`src/rtl/alu_mult_sequencer.sv`:
```
// alu_mult_sequencer: shift-and-add 32-bit multiply (low word) that
// borrows the execute-stage ALU for one add per cycle.
//
// Ports:
//   CLK, RST        clock, async active-low reset
//   StartM          request pulse, accepted only in IDLE
//   OpAM, OpBM      multiplicand / multiplier, captured on accept
//   BusyM           high in RUN and DONE (execute stall request)
//   DoneM           one-cycle pulse, ResultM valid
//   ResultM         product low word, held until next result
//   AluSrcA/B       ALU operands while the sequencer owns the ALU
//   AluControl      ALU function select (always ADD)
//   AluOut          combinational ALU result, same cycle
//
// Build option: define ALU_MULT_EARLY_EXIT_EN to finish as soon as
// the remaining multiplier bits are all zero.

module alu_mult_sequencer #(
  parameter int WIDTH = 32,
  parameter int CNT_W = 6
) (
  input  logic             CLK,
  input  logic             RST,
  input  logic             StartM,
  input  logic [WIDTH-1:0] OpAM,
  input  logic [WIDTH-1:0] OpBM,
  output logic             BusyM,
  output logic             DoneM,
  output logic [WIDTH-1:0] ResultM,
  output logic [WIDTH-1:0] AluSrcA,
  output logic [WIDTH-1:0] AluSrcB,
  output logic [2:0]       AluControl,
  input  logic [WIDTH-1:0] AluOut
);

  typedef enum logic [1:0] {
    Idle = 2'd0,
    Run  = 2'd1,
    Done = 2'd2
  } stateT;

  localparam logic [2:0] AluAdd = 3'b010;
  localparam logic [CNT_W-1:0] LastCnt =
    CNT_W'(WIDTH - 1);

  stateT            state;
  logic [WIDTH-1:0] acc;
  logic [WIDTH-1:0] mcand;
  logic [WIDTH-1:0] mplier;
  logic [CNT_W-1:0] cnt;
  logic             earlyExit;
  logic             lastIter;

`ifdef ALU_MULT_EARLY_EXIT_EN
  // No multiplier bits left: the accumulator already holds the product.
  assign earlyExit = (state == Run) && (mplier == '0);
`else
  assign earlyExit = 1'b0;
`endif

  assign lastIter = (cnt == LastCnt);

  // ALU is only driven with live operands in a real RUN iteration;
  // otherwise 0 + 0 keeps the shared ALU output benign.
  always_comb begin
    AluSrcA    = '0;
    AluSrcB    = '0;
    AluControl = AluAdd;
    if (state == Run && !earlyExit) begin
      AluSrcA = acc;
      AluSrcB = mplier[0] ? mcand : '0;
    end
  end

  always_ff @(posedge CLK or negedge RST) begin
    if (!RST) begin
      state   <= Idle;
      acc     <= '0;
      mcand   <= '0;
      mplier  <= '0;
      cnt     <= '0;
      BusyM   <= 1'b0;
      DoneM   <= 1'b0;
      ResultM <= '0;
    end else begin
      unique case (state)
        Idle: begin
          BusyM <= 1'b0;
          DoneM <= 1'b0;
          if (StartM) begin
            acc    <= '0;
            mcand  <= OpAM;
            mplier <= OpBM;
            cnt    <= '0;
            BusyM  <= 1'b1;
            state  <= Run;
          end
        end
        Run: begin
          if (earlyExit) begin
            ResultM <= acc;
            DoneM   <= 1'b1;
            state   <= Done;
          end else begin
            acc    <= AluOut;
            mcand  <= mcand << 1;
            mplier <= mplier >> 1;
            cnt    <= cnt + 1'b1;
            if (lastIter) begin
              ResultM <= AluOut;
              DoneM   <= 1'b1;
              state   <= Done;
            end
          end
        end
        Done: begin
          BusyM <= 1'b0;
          DoneM <= 1'b0;
          state <= Idle;
        end
        default: begin
          BusyM <= 1'b0;
          DoneM <= 1'b0;
          state <= Idle;
        end
      endcase
    end
  end

endmodule

```
`config.mk`:
```
export PLATFORM = sky130hd
export DESIGN_NAME = alu_mult_sequencer
export DESIGN_NICKNAME = d
export VERILOG_FILES = /design/src/rtl/alu_mult_sequencer.sv
export SDC_FILE = /design/constraint.sdc
export NUM_CORES = 1
export LEC_CHECK = 0
export ABC_CLOCK_PERIOD_IN_PS = 4000
export BUFFER_PORTS_ARGS = -buffer_cell sky130_fd_sc_hd__buf_2
export CORE_MARGIN = 2
export CORE_UTILIZATION = 52
export CTS_CLUSTER_DIAMETER = 80
export CTS_CLUSTER_SIZE = 30
export DETAILED_ROUTE_END_ITERATION = 8
export GPL_TIMING_DRIVEN = 0
export HOLD_SLACK_MARGIN = 0.06
export PLACE_DENSITY_LB_ADDON = 0.15
export SLEW_MARGIN = 25
export SYNTH_ARGS = -nofsm -noshare
export SYNTH_HDL_FRONTEND = slang
export SYNTH_SLANG_ARGS = --single-unit
```
`constraint.sdc`:
```
create_clock -name CLK -period 4 [get_ports CLK]
set_input_delay 1 -clock CLK [delete_from_list [all_inputs] [get_ports CLK]]
set_output_delay 1 -clock CLK [all_outputs]
set_load 0.1 [all_outputs]
```
==> results.toml, run 1 <==
[clock_network]
numCtsBuffers = 17
ctsResizeCount = 0
cts_tree = "yes"
clk_pin_slew_ns = 0.06
cts.sinks = 138
htree_levels = 4
clockBufferDepth = 2
cts-root-buf = "clkbuf_16"
cts_hold_buf = 0
cts_setup_buffers = 0
worstSkewPairLatency_ns = 0.42

[final_layout]
layout-drive-gt1-share = 0.3424
mostFrequentLayoutCell = "buf_2"
fin_nets = 932
instances_no_fill = 1012
n_antenna_cell = 0
area_growth_pct = 28.13
layout_common_cells = "buf_2, dfrtp_1, o21ai_0"

[run]
drv_cap = 0

[floorplanning]
die_h_um = 116.0
die_area_mm2 = 0.01346
initial_utilization = 0.5388
num_rows = 40
die_x_um = 116.0
coreArea_mm2 = 0.01211
pin_count = 200

[timing]
skew_ns = 0.008035
tns_ns = 0
hold_violations = 0
setup_viol = 0
fin_crit_sh = 0.8853
relSlewSlack = 0.6575
tightest_slew_ns = 0.5173
period_needed_ns = 3.541
finalMaxSlewViolations = 0
fmax_ghz = 0.2824
rsz0062_at_grt = "no"

[yosys]
synthFlopType = "dfrtp_1"
yosys-top-cells-area = "dfrtp_1, a22oi_1, nor2b_1"
ys_ff_latch = 138
synth-edff-count = 0
yosysUniqueCellTypes = 30
yosysSeqAreaShare = 0.5291
netlist.area_leader.share = 0.5291
yosys.area.top_type = "dfrtp_1"
synthArstFlopShare = 1.000
yosysWarnings = 0
syn-cell-area_mm2 = 0.006526
synthCells = 615
syn_avg_cell_area_um2 = 10.61

[setup_path]
path_class = "flip-flop to primary output"
critPathArrivalTime_ns = 2.54
crit_required_ns = 3.00
cp-end-kind = "primary output"
critPathMaxFanout = 10
r2r_cells = 5
crit_path_start_kind = "flip-flop"

[global_route]
grt_pass1_wl_um = 27650
grt_overflow = 0
grt_max_degree = 87
grt_pass1_vias = 5554
antenna_found_initial = 0
grt.total_usage = 0.2641

[min_path]
hp-class = "primary input to asynchronous set/reset pin"

[drt]
wl_um = 17290
viasPerCell = 5.629
first_iter_violations = 396
vias = 5697
dr.pass1.iters = 5
drc = 0
wl_per_cell_um = 17.09
ant_nets = 0

[placed_design]
dp.cells = 981
dp_hpwl_um = 11900
port_buffers = 196
gp_congestion = 0.9039

[power_and_ir_drop]
p_per_area_mw_per_mm2 = 934.0
peakVddDrop_mv = 0.7922
power_leakage_nw = 4.130

[status]
outcome = "complete, no violations"
state kept, by name, summed over array words and instances (netlist names):
name     cells
state        2
acc         32
BusyM        1
DoneM        1
ResultM     32
cnt          6
mplier      32
mcand       32
stage by stage:
step	total power [mW]	area [um^2]	util	hold slack, ns	setup slack, ns
floorplan	5.478	6530	-	0.4577	1.138
global placement	6.118	7721	0.6375	0.4686	0.04974
detailed placement	6.207	7759	0.6406	0.4733	0.9063
CTS	7.835	8362	0.6904	0.4890	0.4380
global route	8.153	8362	0.6904	0.5095	0.3227
finish	7.810	8362	0.6904	0.4862	0.4589
logic make-up (layout without fill, tap and decap cells):
family	count (synthesis)	count (layout)	synth area share
adders and majority gates	1	1	0.001917
AOI/OAI and AO/OA	232	232	0.2220
buffers and inverters	60	288	0.04505
other	2	3	0.001151
xor gates and xnor gates	1	1	0.001342
DFF	138	138	0.5291
muxes	35	35	0.05982
and+or+nand+nor	146	146	0.1396
worst paths after layout:
| path | startpoint | end | slack [ns] |
|---|---|---|---|
| max | state[0] | AluSrcA[4] | 0.46 |
| min | RST | mcand[16] | 0.49 |
| max reg2reg | cnt[0] | ResultM[17] | 2.13 |
| min reg2reg | ResultM[19] | ResultM[19] | 0.49 |
| max in group asynchronous | RST | acc[2] | 2.74 |
| min in group CLK | ResultM[19] | ResultM[19] | 0.49 |
final cells by class:
type | instances | area, um^2
Tap cell | 168 | 210.2
Sequential cell | 138 | 3453
Buffer | 60 | 294.0
Multi-Input combinational cell | 418 | 2783
Fill cell | 934 | 3750
Clock buffer | 20 | 456.7
Clock inverter | 11 | 146.4
Timing Repair Buffer | 197 | 1018
per-layer routing:
layer | global-route usage | up-vias | wire length [um]
li1 | - | 2654 | -
met1 | 0.3530 | 2792 | 7502
met2 | 0.4097 | 217 | 8158
met3 | 0.06224 | 34 | 1150
met4 | 0.1270 | 0 | 480
met5 | 0 | - | 0
Yosys cell counts, drive strengths merged, types with 2 or more instances:
master and instances:
a22o 33, buf 30, nor2b 66, and3 33, mux2 32, nand2 6, nand4 2, and2 32
mux2i 3, nand2b 2, dfrtp 138, o21ai 70, a21oi 65, nor2 2, a22oi 62, clkbuf 30
conb 2
power breakdown:
part,internal [mW],leakage (nW),total [mW],switching [mW]
clock,1.01,0.292,1.60,0.592
combinational,0.851,2.05,3.99,3.14
sequential,1.88,1.78,2.22,0.342
worst max-delay path, stage by stage, from the launching register on:
cell and delay (ns):
dfrtp_1 0.32, buf_4 0.18, nor2b_1 0.15, buf_2 0.27, buf_4 0.25, clkbuf_1 0.32, and2_1 0.21, buf_2 0.43
Note: power is estimated with default switching activity, not from simulation.
==> run 2: changes to the inputs <==
--- a/config.mk
+++ b/config.mk
@@ -5,10 +5,9 @@
 export SDC_FILE = /design/constraint.sdc
 export NUM_CORES = 1
 export LEC_CHECK = 0
-export ABC_CLOCK_PERIOD_IN_PS = 4000
 export BUFFER_PORTS_ARGS = -buffer_cell sky130_fd_sc_hd__buf_2
 export CORE_MARGIN = 2
-export CORE_UTILIZATION = 52
+export CORE_UTILIZATION = 35
 export CTS_CLUSTER_DIAMETER = 80
 export CTS_CLUSTER_SIZE = 30
 export DETAILED_ROUTE_END_ITERATION = 8
==> run 2 against run 1 <==
Sequential share of layout area fell by 0.17 points. Clock-buffer cell count fell by 2. Worst setup slack improved by 0.092 ns. Wire length rose by 4.5%. Utilization fell by 23 points. Fmax rose by 2.7%. Clock power fell by 7%. Final area rose by 0.40%. Power fell by 1.7%.
==> results.toml, run 2 (same netlist as run 1, synthesis figures left out) <==
[floorplanning]
coreArea_mm2 = 0.01815
die_h_um = 140.6
die_x_um = 140.6
num_rows = 49
pin_count = 200
initial_utilization = 0.3596
die_area_mm2 = 0.01975

[timing]
hold_violations = 0
relSlewSlack = 0.6585
rsz0062_at_grt = "no"
fmax_ghz = 0.2899
period_needed_ns = 3.449
fin_crit_sh = 0.8622
setup_viol = 0
fin_hold_ws_ns = 0.4788
tightest_slew_ns = 0.5123
skew_ns = 0.01481
finalMaxSlewViolations = 0

[placed_design]
dp_hpwl_um = 12910
port_buffers = 196
gp_congestion = 0.7832

[final_layout]
mostFrequentLayoutCell = "buf_2"
layout_common_cells = "buf_2, dfrtp_1, o21ai_0"
fin_nets = 932
nFillCells = 1776
regArea_mm2 = 0.003453
multi_input_area_mm2 = 0.002783
n_antenna_cell = 0
layout-drive-gt1-share = 0.3444
area_growth_pct = 28.64

[clock_network]
cts.sinks = 138
clockBufferDepth = 2
clk_pin_slew_ns = 0.06
cts_setup_buffers = 0
htree_levels = 4
ctsResizeCount = 0
worstSkewPairLatency_ns = 0.42
cts_hold_buf = 0
numCtsBuffers = 17
cts-root-buf = "clkbuf_16"
cts_tree = "yes"

[setup_path]
critPathArrivalTime_ns = 2.45
crit_path_start_kind = "flip-flop"
crit_required_ns = 3.00
r2r-end = "ResultM[29]"
rrSetupSlack_ns = 2.13
reg2reg_from = "cnt[0]"
critPathMaxFanout = 10
cp-end-kind = "primary output"
r2r_cells = 5
path_class = "flip-flop to primary output"

[power_and_ir_drop]
fin_total_pwr_mw = 7.674
p_per_area_mw_per_mm2 = 914.0
power_leakage_nw = 4.110
peakVddDrop_mv = 0.6477

[min_path]
hp-class = "primary input to asynchronous set/reset pin"

[global_route]
grt_max_degree = 90
grt_pass1_vias = 5653
grt_overflow = 0
grt_pass1_wl_um = 29170
antenna_found_initial = 0
grt.total_usage = 0.1842

[drt]
dr.pass1.iters = 5
wl_per_cell_um = 16.83
viasPerCell = 5.168
first_iter_violations = 174
ant_nets = 0
wl_um = 18070
drc = 0
vias = 5550

[run]
drv_cap = 0

[status]
outcome = "complete, no violations"
==> run 2: cell count changes in the layout (fill, tap and decap cells not counted), sizes merged <==
cell,change
bufinv,-2
clkbuf,-2
clkinvlp,+1
clkinv,+1
inv,+3
==> run 2: layer usage <==
metal  track usage  vias up  part of all wire
li1              -     2657                 -
met1        0.2434     2703              0.46
met2        0.2915      172              0.46
met3       0.06017       18             0.070
met4       0.05316        0             0.011
met5             0        -                 0
==> run 2: worst max-delay path by stage <==
stage / startpoint / end / slack [ns] / depth (start not counted)
2_1_floorplan: state[1] / AluSrcA[10] / 1.14 / 6
3_3_place_gp: RST / ResultM[10] / -0.11 / 1
5_1_grt: state[0] / AluSrcA[11] / 0.31 / 7
3_5_place_dp: state[0] / AluSrcA[2] / 0.91 / 7
6_report: state[0] / AluSrcA[2] / 0.55 / 7
4_1_cts: state[0] / AluSrcA[2] / 0.46 / 7
==> run 2: where the power goes <==
| part | internal [mW] | leakage [nW] | switching (mW) | total (mW) |
|---|---|---|---|---|
| Sequential | 1.88 | 1.78 | 0.332 | 2.21 |
| Combinational | 0.850 | 2.05 | 3.13 | 3.98 |
| Clock | 0.872 | 0.273 | 0.614 | 1.49 |
==> run 2: area by class of cell <==
class                      count  area share
sequential                   138      0.4113
multi-input combinational    418      0.3314
timing repair buffer         197      0.1213
clock buffer                  18     0.05231
buffer                        60     0.03502
tap                          229     0.03413
clock inverter                14     0.01446
==> run 2: worst max-delay path, stage by stage (launching register included) <==
cell and delay (ns):
dfrtp_1 0.32, buf_4 0.18, nor2b_1 0.13, buf_2 0.24, buf_4 0.23, clkbuf_1 0.31, and2_1 0.19, buf_2 0.43
==> run 2: through the flow <==
stage	utilization	worst slack, ns	cells	area, um^2	setup TNS [ns]
2_1_floorplan	-	1.138	616	6530	0
5_1_grt	0.4626	0.3077	1074	8396	0
3_3_place_gp	0.4297	-0.1107	1041	7797	-13.15
6_report	0.4626	0.5511	1074	8396	0
4_1_cts	0.4626	0.4552	1074	8396	0
3_5_place_dp	0.4317	0.9125	1042	7835	0
